[config.mk]
export PLATFORM = sky130hd
export DESIGN_NAME = rr_index_encoder
export DESIGN_NICKNAME = d
export VERILOG_FILES = /design/src/rtl/rr_index_encoder.sv
export SDC_FILE = /design/constraint.sdc
export NUM_CORES = 1
export LEC_CHECK = 0
export BUFFER_PORTS_ARGS = -buffer_cell sky130_fd_sc_hd__buf_4
export CAP_MARGIN = 20
export CORE_UTILIZATION = 55
export CTS_CLUSTER_DIAMETER = 150
export CTS_CLUSTER_SIZE = 40
export DETAILED_ROUTE_END_ITERATION = 16
export PLACE_DENSITY = 0.76
export SLEW_MARGIN = 20
export SYNTH_ARGS = -nofsm -noshare
export SYNTH_HDL_FRONTEND = slang
export SYNTH_SLANG_ARGS = --single-unit
export TNS_END_PERCENT = 5
[constraint.sdc]
create_clock -name i_clk -period 4.8 [get_ports i_clk]
set_input_delay 0.48 -clock i_clk [delete_from_list [all_inputs] [get_ports i_clk]]
set_output_delay 0.48 -clock i_clk [all_outputs]
set_load 0.03 [all_outputs]
[src/rtl/rr_index_encoder.sv]
// Round-robin priority encoder: picks the first requester at or after the
// rotating pointer and presents its index/one-hot under a valid/ready handshake.
module rr_index_encoder #(
  parameter int NUM_INPUTS = 5,
  localparam int IDX_W = $clog2(NUM_INPUTS)
) (
  input  logic                  i_clk,
  input  logic                  i_rst,
  input  logic [NUM_INPUTS-1:0] i_request,
  input  logic                  i_ready,
  output logic                  o_valid,
  output logic [IDX_W-1:0]      o_index,
  output logic [NUM_INPUTS-1:0] o_onehot,
  output logic [IDX_W-1:0]      o_pointer
);

  typedef enum logic {
    IDLE  = 1'b0,
    GRANT = 1'b1
  } state_t;

  state_t                state_q, state_d;
  logic [IDX_W-1:0]      index_q, index_d;
  logic [NUM_INPUTS-1:0] onehot_q, onehot_d;
  logic [IDX_W-1:0]      pointer_q, pointer_d;

  logic                  found;
  logic [IDX_W-1:0]      win_idx;
  logic [IDX_W:0]        cand;
  logic                  load;

  // Rotated scan: distance i from the pointer maps to source (pointer + i) mod N.
  // The !found guard keeps farther (possibly unknown) requests out of the result.
  always_comb begin
    found   = 1'b0;
    win_idx = '0;
    cand    = '0;
    for (int i = 0; i < NUM_INPUTS; i++) begin
      cand = {1'b0, pointer_q} + (IDX_W+1)'(i);
      if (cand >= (IDX_W+1)'(NUM_INPUTS)) begin
        cand = cand - (IDX_W+1)'(NUM_INPUTS);
      end
      if (!found && i_request[cand[IDX_W-1:0]]) begin
        found   = 1'b1;
        win_idx = cand[IDX_W-1:0];
      end
    end
  end

  always_comb begin
    state_d   = state_q;
    index_d   = index_q;
    onehot_d  = onehot_q;
    pointer_d = pointer_q;
    load      = (state_q == IDLE) || i_ready;
    if (load) begin
      if (found) begin
        state_d  = GRANT;
        index_d  = win_idx;
        onehot_d = NUM_INPUTS'(1) << win_idx;
        // Wrap at NUM_INPUTS, not at the power of two above it.
        if (win_idx == IDX_W'(NUM_INPUTS - 1)) begin
          pointer_d = '0;
        end else begin
          pointer_d = win_idx + IDX_W'(1);
        end
      end else begin
        state_d  = IDLE;
        index_d  = '0;
        onehot_d = '0;
      end
    end
  end

  always_ff @(posedge i_clk or posedge i_rst) begin
    if (i_rst) begin
      state_q   <= IDLE;
      index_q   <= '0;
      onehot_q  <= '0;
      pointer_q <= '0;
    end else begin
      state_q   <= state_d;
      index_q   <= index_d;
      onehot_q  <= onehot_d;
      pointer_q <= pointer_d;
    end
  end

  assign o_valid   = (state_q == GRANT);
  assign o_index   = index_q;
  assign o_onehot  = onehot_q;
  assign o_pointer = pointer_q;

endmodule
Word-level counts from Yosys, hierarchy flattened
Cells that the tools add are included.
W data, S select, Z words.
Storage, ports and cells
  memories: 0
  output and inout bits: 12
  word-level logic and storage cells: 66
  register bits after elaboration: 12
  memory bits (writable): 0
  memory bits (read-only): 0
  latch bits: 0
  input port bits: 8
Operators by class
  eq/ne operators: 1
  reductions and logical operators: 10
  order comparisons: 10
  shift operators: 1
  multipliers: 0
  div/mod/pow operators: 0
  add/sub/neg operators: 10
  multiplexer cells: 29
  bitwise gates (word level): 1
Operators with widths (count)
  $mux W3: 12
  $lt A3 B4 Y1 const B: 5
  $ge A4 B3 Y1 const B: 4
  $bmux W1 S3: 5
  $sub A3 B3 Y3 const B: 5
  $mux W1: 11
  $add A3 B2 Y4 const B: 2
  $mux W5: 1
  $shl A1 B3 Y5 const A: 1
  $add A3 B1 Y4 const B: 1
  $add A3 B3 Y4 const B: 1
  $logic_and A1 B1 Y1: 4
  $logic_not A1 Y1: 4
  $add A3 B1 Y3 const B: 1
  $eq A3 B3 Y1 const B: 1
  $ge A3 B3 Y1 const B: 1
  $reduce_and A2 Y1: 1
  $logic_or A1 B1 Y1: 1
  $not A1 Y1: 1

Logic depth before layout (Yosys ltp)
  depth after elaboration: 19
  gate-level depth with buffers: 18

Worst setup path after synthesis
Ideal clock, no wire load.
  path kind: reg-to-reg
  start: register pointer_q[0], in the netlist o_pointer[0]
  end: register onehot_q[4], in the netlist o_onehot[4]
  cell stages (with the launch flop): 18
  clock period less this slack: 3979 ps
  data arrival time: 3854 ps
  slack: 821 ps
  buffers on the path: 2
  required time: 4675 ps
  cell sequence: dfrtp_1 -> buf_6 -> buf_2 -> inv_1 -> ha_1 -> inv_1 -> fa_1 -> a21oi_1 -> mux2i_1 -> o2bb2ai_1 -> a211oi_2 -> nand2_2 -> o21bai_1 -> o311ai_0 -> inv_1 -> ha_1 -> nor2b_1 -> mux2_2
On the way
  longest elaborated chain between the ends: 19
  elaborated cells on any way between the ends: 49
  classes of those cells: 9 x add/sub; 5 x order compare; 1 x shift; 26 x mux; 8 x reduce/logical
Ends and longest elaborated chain
  from (decl): line 25  | logic [IDX_W-1:0] pointer_q, pointer_d;
  from (signal assigned): line 85  | pointer_q <= pointer_d;
  parallel branches: the longest is 18 deep, another holds $add A3 B1 Y4
  $mux W5 *: line 57  | if (found) begin
  to (signal assigned): line 84  | onehot_q <= onehot_d;
  to (decl): line 24  | logic [NUM_INPUTS-1:0] onehot_q, onehot_d;
Every way passes the cells marked *. The select of a mux whose other input is x is not followed.
A chain may end at the register's enable or synchronous reset.

Final worst setup path
  start: register pointer_q[1], in the netlist o_pointer[1]
  end: register onehot_q[4], in the netlist o_onehot[4]
Same word-level chain as after synthesis.

==> reports/summary.md <==
Buffers added to address setup during post-CTS repair amount to 0. The mapped netlist covers 0.00165 mm². After synthesis, the cell types taking the most area are sky130_fd_sc_hd__dfrtp_1 18%, sky130_fd_sc_hd__ha_1 9.1%, sky130_fd_sc_hd__mux2i_1 6.7%. The share of Yosys cell area claimed by the top area cell type was 0.182. The endpoint identified for the worst register-to-register timing path is o_onehot[4]. Placer congestion estimate: 0.984. The clock root buffer master is sky130_fd_sc_hd__clkbuf_4.

For this design the top-level I/O count stands at 20. The tools report the count of cells resized by post-cts repair as 0. After synthesis the netlist holds a flip-flop and latch count of 12. Clock skew on the completed layout was measured at 0.0134 ns.

Layout cell share with drive strength beyond 1: 0.187. The tightest slew margin relative to the limit is 0.480. Setup violations remaining at the end of the flow were counted as 0.

The first global-routing pass estimated 7040 µm of wire. The number of nets handed over by synthesis was 212. The most critical setup path has its startpoint at o_pointer[1]. Detailed routing placed a total of 381 µm of wire on met3. The repair_antennas step left the layout with diodes totalling 0. After floorplanning, the core was divided into 19 placement rows. Number of global-route vias before repair: 1407. The count of distinct cell types in the synthesized netlist was 61; the clock transition at the registers of the reported paths was 0.09 ns. The post-layout minimum cycle time is 4.30 ns. The run finished with clean final reports.

Post-detailed-route via-to-cell ratio: 6.78. Setup repair after global routing left no endpoint under its margin. The core utilization of the finished layout is 0.650. The level count of the clock H-tree came out at 1. The die is 56.8 µm wide.

At the later pin of the worst-skew pair, clock insertion delay measures 0.28 ns. The leading area contributor after synthesis was sky130_fd_sc_hd__dfrtp_1. Final number of hold-violating endpoints: 0. The routed wirelength normalized by instance count is 18.1 µm. Counting the buffers created by CTS gives 3. The length of routed met2 wiring is 1940 µm, and the post-detailed-placement half-perimeter wirelength is 3280 µm. Relative to the synthesized area, the layout overhead comes to 10.2%. Summed over all layers, the global routing overflow is 0.

Once layout is done, the placed cells without fillers occupy 0.00182 mm². TritonCTS built the clock tree. STA puts the critical path data arrival time at 4.47 ns. The kind of critical path was flop to flop.

The largest net degree at the start of global routing came out at 31. Buffers inserted to repair hold after CTS numbered 0. The tools report the data required time of the critical path as 4.97 ns. The cell depth of the worst flop-to-flop path works out to 13. The total placed instance area was 0.00179 mm². The worst hold path belongs to the class input port to async pin. The sequential share of the synthesized area is 0.182, and the largest fanout on the critical path is 15.

For this run, the top clock speed supported by timing is 0.233 GHz. Yosys printed 0 warnings. CTS sink count: 12. The post-route fraction of the period consumed by the critical path came out at 0.895. Antenna violation net count after detailed routing: 0. The floorplan step set the die height to 56.8 µm. Routed signal wires occupy layers up through met3.

The synthesized design contains 0 enable-type register cells. The number of antenna violations at the first check in global routing is 0. Averaged over all synthesized cells, the footprint is 8.66 µm². Summed over all failing endpoints, the final setup total negative slack is 0 ns.

Counting instances in the post-synthesis netlist gives the leading cell types as 13 x sky130_fd_sc_hd__nand2_1, 13 x sky130_fd_sc_hd__nor2_1, 12 x sky130_fd_sc_hd__dfrtp_1, 12 x sky130_fd_sc_hd__ha_1. The longest clock path from root to sink contains 2 buffers. After technology mapping, the gate count stands at 191. The net count of the finished layout is 225. The run gives 0 as the number of max-cap violations. The routed design has 4250 µm of wire. Among all flip-flop cells after synthesis, the most frequent one is sky130_fd_sc_hd__dfrtp_1. The number of placed instances, taps included is 230. The share of synthesized flip-flops with an asynchronous set or reset was 1.00. The worst register-to-register path begins at o_pointer[1].

The slew at the pin with the worst max-slew slack came out at 0.771 ns. The logs give 0.279 for the overall track demand over capacity in global routing and 118 for the detailed router's first-iteration violation count. The worst setup path is launched from a flop. The tools report the starting density of the core as 0.590. After detailed routing, the number of remaining DRC violations is 0. STA classifies the critical path endpoint as a flop. The final route contains 1586 vias. The die covers 0.00323 mm². The number of slew-limit violations in the final report was 0; the first-pass iteration count of the detailed router was 5. After detailed routing, the wire length on met1 is 1930 µm. The logs give 0.00281 mm² for the core area and 0.50 ns for the flop-to-flop setup slack. Leaving out filler cells and counting taps, the final layout contains 234. Count of port buffers added during placement: 19.
==> final cells by class <==
cell class | count | area (µm²)
fill | 245 | 982
inverter | 10 | 37.5
tap | 31 | 38.8
multi-input combinational | 157 | 1260
sequential | 12 | 300
timing repair buffer | 20 | 150
clock buffer | 4 | 36.3
==> worst max path at each step <==
stage                        endpoint  slack [ns]  cells past startpoint
after floorplan           o_onehot[4]        0.82                     17
after global placement    o_onehot[4]        0.75                     13
after detailed placement  o_onehot[4]        0.53                     13
after CTS                 o_onehot[4]        0.52                     13
after global routing      o_onehot[4]        0.22                     13
final                     o_onehot[4]        0.50                     13
==> worst max-delay path: stages, from the launching register on <==
cell	delay [ns]
sky130_fd_sc_hd__dfrtp_1	0.67
sky130_fd_sc_hd__inv_1	0.22
sky130_fd_sc_hd__ha_1	0.67
sky130_fd_sc_hd__mux4_2	0.57
sky130_fd_sc_hd__mux2i_1	0.18
sky130_fd_sc_hd__o2bb2ai_1	0.16
sky130_fd_sc_hd__a211oi_2	0.35
sky130_fd_sc_hd__nand2_2	0.12
sky130_fd_sc_hd__o21bai_1	0.16
sky130_fd_sc_hd__o311ai_0	0.23
sky130_fd_sc_hd__inv_1	0.15
sky130_fd_sc_hd__ha_1	0.29
sky130_fd_sc_hd__nor2b_1	0.16
sky130_fd_sc_hd__mux2_2	0.27
==> state kept, by name, indices dropped and copies added, names as in the netlist <==
register   cells
o_index        3
o_onehot       5
o_pointer      3
o_valid        1
==> cell families (layout without fill, tap and decap cells) <==
group | count (synthesis) | count (layout) | synth area share
AOI/OAI and AO/OA | 59 | 59 | 0.281
xor gates and xnor gates | 4 | 4 | 0.0212
adders and majority gates | 13 | 13 | 0.103
buffers and inverters | 22 | 34 | 0.0567
DFF | 12 | 12 | 0.182
muxes | 19 | 19 | 0.148
and+or+nand+nor | 62 | 62 | 0.208
==> per-layer routing <==
layer  GRT usage  vias up
li1            -      757
met1       0.441      756
met2       0.408       73
met3      0.0438        0
met4      0.0348        0
met5           0        -
==> through the flow <==
step           setup slack (ns)  hold slack, ns
5_1_grt                   0.217           0.241
3_3_place_gp              0.752           0.497
3_5_place_dp              0.534           0.500
6_report                  0.502           0.211
2_1_floorplan             0.821           0.345
4_1_cts                   0.524           0.218
==> cells in the final DEF (no fill, tap or decap), types with 3 or more instances in the layout <==
cell type                    n
sky130_fd_sc_hd__o2bb2ai_1   3
sky130_fd_sc_hd__xnor2_1     4
sky130_fd_sc_hd__nor3b_1     4
sky130_fd_sc_hd__mux2_2      4
sky130_fd_sc_hd__mux4_2      4
sky130_fd_sc_hd__buf_4      20
sky130_fd_sc_hd__clkbuf_4    3
sky130_fd_sc_hd__nor2_1     13
sky130_fd_sc_hd__nand2_1    13
sky130_fd_sc_hd__o21bai_1    3
sky130_fd_sc_hd__mux2i_1    11
sky130_fd_sc_hd__ha_1       12
sky130_fd_sc_hd__a22o_1      4
sky130_fd_sc_hd__nand2b_1    8
sky130_fd_sc_hd__nor2b_1     3
sky130_fd_sc_hd__dfrtp_1    12
sky130_fd_sc_hd__inv_1      10
sky130_fd_sc_hd__a21oi_1    11
sky130_fd_sc_hd__nand3_1     4
sky130_fd_sc_hd__a21o_1      4
Power is left out: the tool's default activity adds up to more than one toggle a clock period on the data nets, which glitch-free logic cannot reach.
